### src/rtl/vend_pkg.sv
// Shared types and constants for the vending dispense arbiter slice.
// States, coin/price constants and small width helpers.
package vend_pkg;

  typedef enum logic [2:0] {
    IDLE,
    DISPENSE,
    PAYOUT,
    DONE,
    FAULT
  } vend_state_t;

  localparam int COIN_UNIT_RS = 5;
  localparam int PRICE_RS     = 20;

  // Counter width able to hold 0..n-1, never narrower than one bit.
  function automatic int cnt_width(input int n);
    return (n > 1) ? $clog2(n) : 1;
  endfunction

  // Largest change count representable in a chg_w-bit field.
  function automatic int max_change_units(input int chg_w);
    return (1 << chg_w) - 1;
  endfunction

  // Rupee value of a change count expressed in hopper coin units.
  function automatic int change_rs(input int units);
    return units * COIN_UNIT_RS;
  endfunction

endpackage

### src/rtl/vend_rr_arbiter.sv
// Combinational round-robin picker: searches from ptr+1 upward (wrapping)
// and reports the first set request as one-hot, index and an any flag.
// The pointer register lives in the parent.
module vend_rr_arbiter
  import vend_pkg::*;
#(
  parameter int NUM_REQ = 4,
  parameter int IDX_W   = cnt_width(NUM_REQ)
) (
  input  logic [NUM_REQ-1:0] req,
  input  logic [IDX_W-1:0]   ptr,
  output logic [NUM_REQ-1:0] onehot,
  output logic [IDX_W-1:0]   index,
  output logic               any
);

  logic [IDX_W-1:0] cand;

  // Walk the requesters in priority order starting just after the last winner.
  always_comb begin
    onehot = '0;
    index  = '0;
    any    = 1'b0;
    cand   = '0;
    for (int k = 1; k <= NUM_REQ; k++) begin
      cand = IDX_W'((int'(ptr) + k) % NUM_REQ);
      if (!any && req[cand]) begin
        any          = 1'b1;
        onehot[cand] = 1'b1;
        index        = cand;
      end
    end
  end

endmodule

### src/rtl/vend_dispense_arbiter.sv
// Shares one dispenser motor and one Rs5 coin hopper among NUM_REQ front-ends.
// A round-robin winner is accepted in IDLE and sequenced DISPENSE -> PAYOUT -> DONE.
// Optional macro VEND_ARB_HOPPER_FAULT_EN adds hopper_empty/fault and a sticky FAULT state.
module vend_dispense_arbiter
  import vend_pkg::*;
#(
  parameter int NUM_REQ     = 4,
  parameter int DISP_CYCLES = 8,
  parameter int COIN_CYCLES = 4,
  parameter int CHG_W       = 2
) (
  input  logic                       clk,
  input  logic                       rst,
  input  logic [NUM_REQ-1:0]         req_valid,
  input  logic [NUM_REQ-1:0]         req_item,
  input  logic [NUM_REQ*CHG_W-1:0]   req_change,
`ifdef VEND_ARB_HOPPER_FAULT_EN
  input  logic                       hopper_empty,
  output logic                       fault,
`endif
  output logic [NUM_REQ-1:0]         req_ready,
  output logic                       motor_on,
  output logic                       hopper_pulse,
  output logic                       busy,
  output logic                       done_valid,
  output logic [$clog2(NUM_REQ)-1:0] done_id
);

  localparam int IDX_W  = $clog2(NUM_REQ);
  localparam int DISP_W = cnt_width(DISP_CYCLES);
  localparam int COIN_W = cnt_width(COIN_CYCLES);

  vend_state_t      state;
  logic [IDX_W-1:0] rr_ptr;
  logic [IDX_W-1:0] cap_id;
  logic [CHG_W-1:0] cap_change;
  logic [CHG_W-1:0] coin_cnt;
  logic [DISP_W-1:0] disp_cnt;
  logic [COIN_W-1:0] phase_cnt;

  logic [NUM_REQ-1:0] win_onehot;
  logic [IDX_W-1:0]   win_idx;
  logic               win_any;
  logic               win_item;
  logic [CHG_W-1:0]   win_change;

  vend_rr_arbiter #(
    .NUM_REQ (NUM_REQ),
    .IDX_W   (IDX_W)
  ) u_rr (
    .req    (req_valid),
    .ptr    (rr_ptr),
    .onehot (win_onehot),
    .index  (win_idx),
    .any    (win_any)
  );

  assign win_item   = req_item[win_idx];
  assign win_change = req_change[win_idx*CHG_W +: CHG_W];

  // The accept strobe exists only while idle; requesters hold their data until they see it.
  always_comb begin
    req_ready = '0;
    if (state == IDLE && win_any) begin
      req_ready = win_onehot;
    end
  end

  // Main sequencer; every coin is scheduled one cycle ahead so hopper_pulse stays registered.
  always_ff @(posedge clk) begin
    if (rst) begin
      state        <= IDLE;
      rr_ptr       <= IDX_W'(NUM_REQ - 1);
      cap_id       <= '0;
      cap_change   <= '0;
      coin_cnt     <= '0;
      disp_cnt     <= '0;
      phase_cnt    <= '0;
      motor_on     <= 1'b0;
      hopper_pulse <= 1'b0;
      busy         <= 1'b0;
      done_valid   <= 1'b0;
      done_id      <= '0;
`ifdef VEND_ARB_HOPPER_FAULT_EN
      fault        <= 1'b0;
`endif
    end else begin
      hopper_pulse <= 1'b0;
      done_valid   <= 1'b0;
      case (state)
        IDLE: begin
          if (win_any) begin
            rr_ptr     <= win_idx;
            cap_id     <= win_idx;
            cap_change <= win_change;
            busy       <= 1'b1;
            if (win_item) begin
              state    <= DISPENSE;
              motor_on <= 1'b1;
              disp_cnt <= DISP_W'(DISP_CYCLES - 1);
            end else if (win_change != '0) begin
`ifdef VEND_ARB_HOPPER_FAULT_EN
              if (hopper_empty) begin
                state    <= FAULT;
                fault    <= 1'b1;
                coin_cnt <= '0;
              end else
`endif
              begin
                state        <= PAYOUT;
                hopper_pulse <= 1'b1;
                coin_cnt     <= win_change - 1'b1;
                phase_cnt    <= COIN_W'(COIN_CYCLES - 1);
              end
            end else begin
              state      <= DONE;
              done_valid <= 1'b1;
              done_id    <= win_idx;
            end
          end
        end
        DISPENSE: begin
          if (disp_cnt == '0) begin
            motor_on <= 1'b0;
            if (cap_change != '0) begin
`ifdef VEND_ARB_HOPPER_FAULT_EN
              if (hopper_empty) begin
                state    <= FAULT;
                fault    <= 1'b1;
                coin_cnt <= '0;
              end else
`endif
              begin
                state        <= PAYOUT;
                hopper_pulse <= 1'b1;
                coin_cnt     <= cap_change - 1'b1;
                phase_cnt    <= COIN_W'(COIN_CYCLES - 1);
              end
            end else begin
              state      <= DONE;
              done_valid <= 1'b1;
              done_id    <= cap_id;
            end
          end else begin
            disp_cnt <= disp_cnt - 1'b1;
          end
        end
        PAYOUT: begin
          if (phase_cnt != '0) begin
            phase_cnt <= phase_cnt - 1'b1;
          end else if (coin_cnt != '0) begin
`ifdef VEND_ARB_HOPPER_FAULT_EN
            if (hopper_empty) begin
              state    <= FAULT;
              fault    <= 1'b1;
              coin_cnt <= '0;
            end else
`endif
            begin
              hopper_pulse <= 1'b1;
              coin_cnt     <= coin_cnt - 1'b1;
              phase_cnt    <= COIN_W'(COIN_CYCLES - 1);
            end
          end else begin
            state      <= DONE;
            done_valid <= 1'b1;
            done_id    <= cap_id;
          end
        end
        DONE: begin
          state <= IDLE;
          busy  <= 1'b0;
        end
        default: begin
          state    <= state;
          motor_on <= 1'b0;
        end
      endcase
    end
  end

endmodule

### config.mk
export PLATFORM = sky130hd
export DESIGN_NAME = vend_dispense_arbiter
export DESIGN_NICKNAME = d
export VERILOG_FILES = /design/src/rtl/vend_pkg.sv /design/src/rtl/vend_rr_arbiter.sv /design/src/rtl/vend_dispense_arbiter.sv
export SDC_FILE = /design/constraint.sdc
export NUM_CORES = 1
export LEC_CHECK = 0
export CORE_ASPECT_RATIO = 1.1
export CORE_MARGIN = 5
export CORE_UTILIZATION = 55
export DETAILED_ROUTE_END_ITERATION = 10
export PLACE_DENSITY = 0.84
export SYNTH_ARGS = -nofsm -noshare
export SYNTH_HDL_FRONTEND = slang
export SYNTH_SLANG_ARGS = --single-unit
### constraint.sdc
create_clock -name clk -period 5.2 [get_ports clk]
set_input_delay 0.52 -clock clk [delete_from_list [all_inputs] [get_ports clk]]
set_output_delay 0.52 -clock clk [all_outputs]
set_load 0.02 [all_outputs]
==> flow_metrics.py <==
metrics = {
    "route": {
        "drt_iter0_markers": 150,
        "vias": 1853,
        "viasPerCell": 6.02,
        "ant_nets": 0,
        "wl_per_cell_um": 14.9,
        "drt_wl_total_um": 4590,
        "firstDrtPassIters": 4,
        "route.detailed.drc": 0,
    },
    "synth": {
        "synth_warnings": 0,
        "synth_ff_type": "dfxtp_1",
        "netlist_area_mm2": 0.00197,
        "yosys-top-cells-area": "dfxtp_1, ha_1, mux2i_1, mux4_2, nor2_1",
        "synth_seq_area_share_pct": 21.3,
        "async_reset_ff_share_pct": 0,
        "synthTopCellsByCount": "nor2_1, dfxtp_1, nand2_1, ha_1",
        "ys_seq_elements": 21,
        "synth-edff-count": 0,
        "synthCells": 241,
        "avgSynthCellArea_um2": 8.18,
        "yosys.cell_count.top_type": "nor2_1",
        "syn_nets": 274,
        "yosys.area.top_type": "dfxtp_1",
        "synth_top_area_share_pct": 21.3,
        "synth_cell_types": 57,
    },
    "global_route": {
        "busiest_layer": "met2",
        "grt_pass1_vias": 1690,
        "grt_overflow": 0,
        "use_met3_pct": 2.00,
        "track_usage_pct": 19.3,
        "grt_pass1_wl_um": 7610,
        "grt_max_degree": 26,
        "use_met1_pct": 25.8,
        "met2_usage_pct": 33.3,
        "antenna_found_initial": 0,
    },
    "floorplanning": {
        "core_area_mm2": 0.00339,
        "std_cell_rows": 22,
        "die_h_um": 72.8,
        "start_util_pct": 58.2,
        "dieWidth_um": 67.1,
        "dieArea_mm2": 0.00488,
        "io_pins": 28,
    },
    "sta": {
        "finalSetupViolations": 0,
        "fmax_ghz": 0.228,
        "period_needed_ns": 4.38,
        "timing.hold.ws_ns": 0.479,
        "rsz0062_at_grt": "no",
        "fin_crit_sh_pct": 84.3,
        "fin_tns_setup_ns": 0,
        "slew_violations": 0,
        "finClkSkew_ns": 0.0127,
        "worstMarginPinSlew_ns": 0.690,
        "relSlewSlack_pct": 53.9,
        "hold_viol_final": 0,
    },
    "critical_path": {
        "worstPathRequired_ns": 4.68,
        "critical_path_class": "reg2out",
        "cp-start-kind": "flop",
        "r2r_setup_slack_ns": 1.13,
        "arrival_ns": 3.86,
        "worstPathMaxFanout": 25,
        "endpoint_kind": "output pin",
    },
    "clock_tree": {
        "insertion_delay_ns": 0.30,
        "postCtsSetupRepairBufs": 0,
        "tritoncts": "done",
        "ctsHoldBuffers": 0,
        "clk_pin_slew_ns": 0.13,
        "cts_buffer_depth": 2,
        "cts_resized": 0,
        "cts_root_buffer": "clkbuf_4",
        "htreeDepth": 1,
        "clock-sinks": 21,
        "cts_made_buffers": 3,
    },
    "cells_and_area": {
        "drive_above_1_share_pct": 8.85,
        "antennaDiodeCount": 0,
        "stdcell_area_mm2": 0.00227,
        "synthToLayoutAreaGrowth_pct": 15.0,
        "final_core_util_pct": 67.0,
        "stdcell_count": 308,
        "num-nets-final": 294,
    },
    "run": {
        "drv_cap": 0,
    },
    "status": {
        "outcome": "complete, no violations",
    },
    "placed_design": {
        "finalWeightedCongestion": 0.906,
        "dp_hpwl_um": 3550,
        "place.port_buffers": 27,
        "dp_cells": 304,
        "place_area_mm2": 0.00224,
    },
    "power_and_ir_drop": {
        "power_density_mw_per_mm2": 699,
        "irDropWorstVdd_mv": 0.394,
        "p_leak_nw": 0.905,
    },
    "hold_path": {
        "hp-class": "reg2reg",
    },
}
## where the power goes
group / switching, mW / total [mW] / internal (mW)
Combinational: 0.713 / 1.23 / 0.518
Sequential: 0.0457 / 0.274 / 0.228
Clock: 0.0510 / 0.0809 / 0.0299
## worst max-delay path, cell delays in order, from the launching register on
cell and delay [ns]:
dfxtp_1 0.33, buf_4 0.29, inv_1 0.24, ha_1 0.42, mux4_2 0.59, nor4_1 0.62, nand2b_1 0.42, nor2_1 0.10
clkdlybuf4s50_1 0.55
## cells in the final DEF (no fill, tap or decap), types with 4 or more instances in the layout
master and n:
a211oi_1 6, a21boi_0 4, a21oi_1 14, a221oi_1 4
a22oi_1 9, clkdlybuf4s50_1 27, dfxtp_1 21, ha_1 15
inv_1 14, mux2_2 4, mux2i_1 9, mux4_2 4
nand2_1 16, nand2b_1 7, nand3_1 4, nor2_1 23
nor3_1 10, o211ai_1 4, o21ai_0 10
## cell type report
class / count / area, um2
Clock buffer: 4 / 26.3
Fill cell: 296 / 1120
Inverter: 15 / 56.3
Multi-Input combinational cell: 192 / 1430
Sequential cell: 21 / 420
Tap cell: 48 / 60.1
Timing Repair Buffer: 28 / 278
## cells by family after synthesis
logic type | Yosys count | synth area share (%)
XOR/XNOR | 1 | 0.444
buffers and inverters | 28 | 6.35
flip-flops | 21 | 21.3
multiplexers | 18 | 12.2
AO/OA/AOI/OAI | 81 | 30.4
AND/OR/NAND/NOR | 77 | 19.8
adder cells (fa/ha/maj) | 15 | 9.52
## path summary, 6_finish.rpt
kind              depth (start not counted)           end          from
setup / recovery                          8  req_ready[2]     rr_ptr[0]
hold / removal                            2  phase_cnt[1]  phase_cnt[1]
setup reg to reg                         12    done_id[1]     rr_ptr[0]
hold reg to reg                           2  phase_cnt[1]  phase_cnt[1]
## metrics by stage
step                      worst slack, ns  power (mW)
after CTS                           0.830        1.58
final                               0.818        1.58
after detailed placement             1.18        1.49
after global placement               1.26        1.48
after global routing                0.522        1.72
after floorplan                      1.41        1.24
## registers in the layout, indices dropped and copies added (netlist names), 2 cells and up
signal      flops
disp_cnt        3
cap_change      2
cap_id          2
coin_cnt        2
done_id         2
phase_cnt       2
rr_ptr          2
state           2
## per-layer routing
layer,vias to the layer above,routed length (um)
li1,939,-
met1,860,2160
met2,48,2210
met3,6,155
met4,0,66
met5,-,0
Note: power is estimated with default switching activity, not from simulation.
